`src/rtl/dm_sba_arbiter.sv`:
```
// dm_sba_arbiter: round-robin req/gnt arbiter sharing one device port among NrHosts bus hosts,
// with an owner FIFO that routes in-order responses back to the host that issued each transfer.
module dm_sba_arbiter #(
  parameter int NrHosts        = 2,
  parameter int BusWidth       = 32,
  parameter int MaxOutstanding = 2
) (
  input  logic                                  clk_i,
  input  logic                                  rst_ni,
  input  logic [NrHosts-1:0]                    host_req_i,
  input  logic [NrHosts-1:0]                    host_we_i,
  input  logic [NrHosts-1:0][BusWidth-1:0]      host_addr_i,
  input  logic [NrHosts-1:0][BusWidth/8-1:0]    host_be_i,
  input  logic [NrHosts-1:0][BusWidth-1:0]      host_wdata_i,
  output logic [NrHosts-1:0]                    host_gnt_o,
  output logic [NrHosts-1:0]                    host_rvalid_o,
  output logic [BusWidth-1:0]                   host_rdata_o,
  output logic                                  dev_req_o,
  output logic                                  dev_we_o,
  output logic [BusWidth-1:0]                   dev_addr_o,
  output logic [BusWidth-1:0]                   dev_wdata_o,
  output logic [BusWidth/8-1:0]                 dev_be_o,
  input  logic                                  dev_gnt_i,
  input  logic                                  dev_rvalid_i,
  input  logic [BusWidth-1:0]                   dev_rdata_i,
  output logic                                  unexp_rvalid_o
);
  localparam int IdxW = (NrHosts > 1) ? $clog2(NrHosts) : 1;
  localparam int PtrW = (MaxOutstanding > 1) ? $clog2(MaxOutstanding) : 1;
  localparam int CntW = $clog2(MaxOutstanding + 1);
  typedef enum logic {IDLE, LOCKED} state_e;
  state_e          r_state;
  logic [IdxW-1:0] r_sel, r_rr;
  logic [IdxW-1:0] r_owner [MaxOutstanding];
  logic [PtrW-1:0] r_wptr, r_rptr;
  logic [CntW-1:0] r_cnt;
  logic [IdxW-1:0] w_sel;
  logic            w_sel_req, w_full, w_empty, w_xfer, w_pop;
  // Reverse scan so the host closest after the pointer is the last (winning) assignment.
  always_comb begin
    w_sel     = r_sel;
    w_sel_req = 1'b0;
    if (r_state == LOCKED) begin
      w_sel_req = host_req_i[r_sel];
    end else begin
      for (int i = NrHosts - 1; i >= 0; i--) begin
        if (host_req_i[(int'(r_rr) + i) % NrHosts]) begin
          w_sel     = IdxW'((int'(r_rr) + i) % NrHosts);
          w_sel_req = 1'b1;
        end
      end
    end
  end
  assign w_full  = (r_cnt == CntW'(MaxOutstanding));
  assign w_empty = (r_cnt == '0);
  // A full owner FIFO only admits a new transfer when a response frees a slot this cycle.
  assign dev_req_o      = rst_ni & w_sel_req & (~w_full | dev_rvalid_i);
  assign dev_we_o       = dev_req_o & host_we_i[w_sel];
  assign dev_addr_o     = dev_req_o ? host_addr_i[w_sel]  : '0;
  assign dev_wdata_o    = dev_req_o ? host_wdata_i[w_sel] : '0;
  assign dev_be_o       = dev_req_o ? host_be_i[w_sel]    : '0;
  assign w_xfer         = dev_req_o & dev_gnt_i;
  assign w_pop          = rst_ni & dev_rvalid_i & ~w_empty;
  assign unexp_rvalid_o = rst_ni & dev_rvalid_i & w_empty;
  assign host_rdata_o   = dev_rdata_i;
  always_comb begin
    host_gnt_o                    = '0;
    host_gnt_o[w_sel]             = w_xfer;
    host_rvalid_o                 = '0;
    host_rvalid_o[r_owner[r_rptr]] = w_pop;
  end
  always_ff @(posedge clk_i) begin
    if (w_xfer) r_owner[r_wptr] <= w_sel;
  end
  always_ff @(posedge clk_i or negedge rst_ni) begin
    if (!rst_ni) begin
      r_state <= IDLE;
      r_sel   <= '0;
      r_rr    <= '0;
      r_wptr  <= '0;
      r_rptr  <= '0;
      r_cnt   <= '0;
    end else begin
      if (r_state == IDLE && dev_req_o && !dev_gnt_i) begin
        r_state <= LOCKED;
        r_sel   <= w_sel;
      end else if (r_state == LOCKED && dev_gnt_i) begin
        r_state <= IDLE;
      end
      if (w_xfer) begin
        r_wptr <= (r_wptr == PtrW'(MaxOutstanding - 1)) ? '0 : r_wptr + 1'b1;
        r_rr   <= (w_sel == IdxW'(NrHosts - 1)) ? '0 : w_sel + 1'b1;
      end
      if (w_pop) r_rptr <= (r_rptr == PtrW'(MaxOutstanding - 1)) ? '0 : r_rptr + 1'b1;
      r_cnt <= r_cnt + CntW'(w_xfer) - CntW'(w_pop);
    end
  end
endmodule

```
`config.mk`:
```
export PLATFORM = sky130hd
export DESIGN_NAME = dm_sba_arbiter
export DESIGN_NICKNAME = d
export VERILOG_FILES = /design/src/rtl/dm_sba_arbiter.sv
export SDC_FILE = /design/constraint.sdc
export NUM_CORES = 1
export LEC_CHECK = 0
export ABC_AREA = 0
export CELL_PAD_IN_SITES_DETAIL_PLACEMENT = 1
export CELL_PAD_IN_SITES_GLOBAL_PLACEMENT = 2
export CORE_MARGIN = 2
export CORE_UTILIZATION = 10
export CTS_CLUSTER_DIAMETER = 40
export DETAILED_ROUTE_END_ITERATION = 10
export HOLD_SLACK_MARGIN = 0.06
export PLACE_DENSITY_LB_ADDON = 0.1
export SLEW_MARGIN = 30
export SYNTH_ARGS = -nofsm -noshare
export SYNTH_HDL_FRONTEND = slang
export SYNTH_SLANG_ARGS = --single-unit
export TNS_END_PERCENT = 1
```
`constraint.sdc`:
```
create_clock -name clk_i -period 1.75 [get_ports clk_i]
set_input_delay 0.175 -clock clk_i [delete_from_list [all_inputs] [get_ports clk_i]]
set_output_delay 0.175 -clock clk_i [all_outputs]
set_load 0.01 [all_outputs]
```
==> results.md <==
- Share of layout cells above drive strength 1: 31.3%
- DPL Wire Length: 8000 um
- Worst Hold Class: input port to asynchronous set/reset pin
- Post-Synth XOR/XNOR Area: 2.43%
- Leakage: 2.05 nW
- RSZ-0062 raised after global routing: true
- Mean post-synth cell area: 7.73 um^2
- Drc violations: 0
- CTS root buffer: clkbuf_16
- Yosys top cell area share: 38.9%
- Synth Area in Simple Gates: 18.9%
- FP Rows: 49
- Synth Area in Compound Gates: 3.89%
- Crit path launch type: flop
- CTS H-tree depth: 1
- Total power: 0.00387 W
- GRT Total Usage: 9.96%
- DR iter-0 viols: 34
- #FFs+latches synth: 9
- Placed cell count: 662
- Worst path required time: 1570 ps
- Total gr overflow: 0
- Prevailing post-synth register cell: dfrtp_1
- Final Hold Vio Count: 0
- Nets: 632
- CTS Sinks: 9
- Starting Density: 10.1%
- Post-synthesis mux area share: 39.5%
- CP Launch Point: r_state$_DFFE_PN0P_
- Post-synth top area cell: mux2i_1
- Period utilisation layout: 118%
- Max Root-Sink Buffers: 2
- Final Critical Period: 2060 ps
- Area grow syn2layout: 140%
- DP Area: 4220 um^2
- Num CTS Buffers: 3
- Antenna diode count: 0
- Gate Count Post-Synth: 233
- Crit end category: output port
- Final Setup Violations: 75
- Achievable Freq: 486 MHz
- Buffers added on ports: 218
- Initial antenna violation count: 0
- Die H: 138 um
- Ports: 283
- Status: complete, but fails checks
- Final WL: 9870 um
- Max-Cap Viols: 0
- Top cells by area, synth: mux2i_1 39%, nor2_1 16%, buf_4 14%
- Failing checks: setup timing
- Global-route wire length before repair: 15200 um
- Count leader, synth: nor2_1
- Via density per instance: 3.60
- Slew headroom: 80.0%
- Largest net degree at the start of global routing: 28
- Main combinational cell family by area after synthesis: multiplexers
- Post-synth net total: 410
- Worst Path Max Fanout: 26
- Total number of vias: 2457
- Post-DRT Antenna Nets: 0
- CTS tree: yes
- Final setup margin: -308 ps
- Synth unique cells: 28
- Clk_skew: 3.01 ps
- Adder-Cell Fraction of Synth Area: 0.694%
- WL per Instance: 14.4 um
- Vias in the first global route: 2753
- Netlist Area Pre-Place: 1800 um^2
- First-pass DRT Iterations: 4
- Die Span X: 138 um
- Max VDD drop: 0.342 mV
- Data arrival time of the critical path: 1880 ps
- Slew @ Worst Pin: 298 ps
- Core area: 17800 um^2
- Post-synth ARST share: 77.8%
- Hold buffers post-CTS: 0
- Worst reg2reg startpoint: r_state$_DFFE_PN0P_
- Most instantiated cells after synthesis: 75 x nor2_1, 70 x mux2i_1, 33 x buf_4, 8 x buf_6
- Post-synthesis sequential area ratio: 13.1%
- Routability congestion estimate: 0.723
- YS warnings: 0
- Die ar.: 19100 um^2
- Final instance area: 4320 um^2
- CTS clock-pin slew for the worst setup and hold paths: 40 ps
- Final std cells w/o fill: 683
- Slew Viols, Final: 0
- Worst-Skew Late Latency: 230 ps
- P per Cell Area: 895 nW/um^2
- CP Class: flop to output port
- Post-synth EDFFs: 2
- Post-Place Worst Slack: -859 ps
[sequential cells by signal, summed over array words and instances (netlist names)]
register,flops
r_cnt,2
r_owner,2
r_rptr,1
r_rr,1
r_sel,1
r_state,1
r_wptr,1
[report_power, final]
| group | internal, W | leakage, nW | total [W] | switching [W] |
|---|---|---|---|---|
| registers | 0.000304 | 0.0993 | 0.000363 | 0.0000584 |
| logic | 0.00182 | 1.91 | 0.00310 | 0.00128 |
| clock network | 0.000305 | 0.0382 | 0.000406 | 0.000101 |
| total | 0.00243 | 2.05 | 0.00387 | 0.00144 |
[worst paths after layout]
check                                           end  slack (ps)  depth (start not counted)
worst max-delay path                dev_wdata_o[31]        -310                          7
max in group asynchronous       r_state$_DFFE_PN0P_        1330                          2
worst min-delay path             r_cnt[0]$_DFF_PN0_         290                          2
worst max register to register   r_cnt[1]$_DFF_PN0_        -140                          9
min in group clk_i                 host_rdata_o[22]         350                          0
worst min register to register   r_wptr$_DFFE_PN0P_         490                          1
[what timing repair did]
action	in CTS	in global routing
setup buffers	12	4
cloned	6	0
pin swaps	4	5
resized for setup	326	14
setup endpoints to repair	79	76
[final cells by class]
type	instances	area, um^2
sequential	9	236
clock buffer	4	78.8
tap	229	287
fill	2116	13500
timing repair buffer	265	2420
multi-input combinational	172	1290
inverter	4	15.0
[cell usage in the layout, fill, tap and decap left out, types with 4 or more instances in the layout]
cell             instances
buf_2                   70
dfrtp_1                  6
buf_6                   13
mux2i_2                  4
buf_12                   9
clkdlybuf4s50_1        143
buf_4                   20
nor2_1                  73
mux2i_1                 63
[worst max-delay path, cell delays in order, from the launching register on]
cell	delay, ps
dfrtp_2	410
buf_4	140
a21boi_0	260
nor2_1	90
or2_4	300
buf_12	170
nor2_1	120
buf_2	150
[per-stage QoR]
stage	hold WS (ps)	util [%]	setup TNS, ps
5_1_grt	307	24.2	-25820
6_report	289	24.2	-19590
4_1_cts	299	24.3	-20790
3_5_place_dp	350	23.6	-59370
2_1_floorplan	-121	-	0
3_3_place_gp	350	23.6	-58280
[per-layer routing]
layer / up-vias / share of wire [%] / GRT usage, %
met5: - / 0 / 0
met4: 0 / 2.1 / 2.58
met3: 18 / 9.7 / 3.57
met2: 153 / 52 / 18.6
met1: 1096 / 37 / 10.6
li1: 1190 / - / -
[kinds of logic (layout without fill, tap and decap cells)]
family,count (synthesis),after routing
AO/OA/AOI/OAI,9,9
XOR/XNOR,5,5
adder cells (fa/ha/maj),1,1
buffers and inverters,52,273
flip-flops,9,9
multiplexers,71,71
AND/OR/NAND/NOR,86,86
Power figures use the tool's default switching activity.
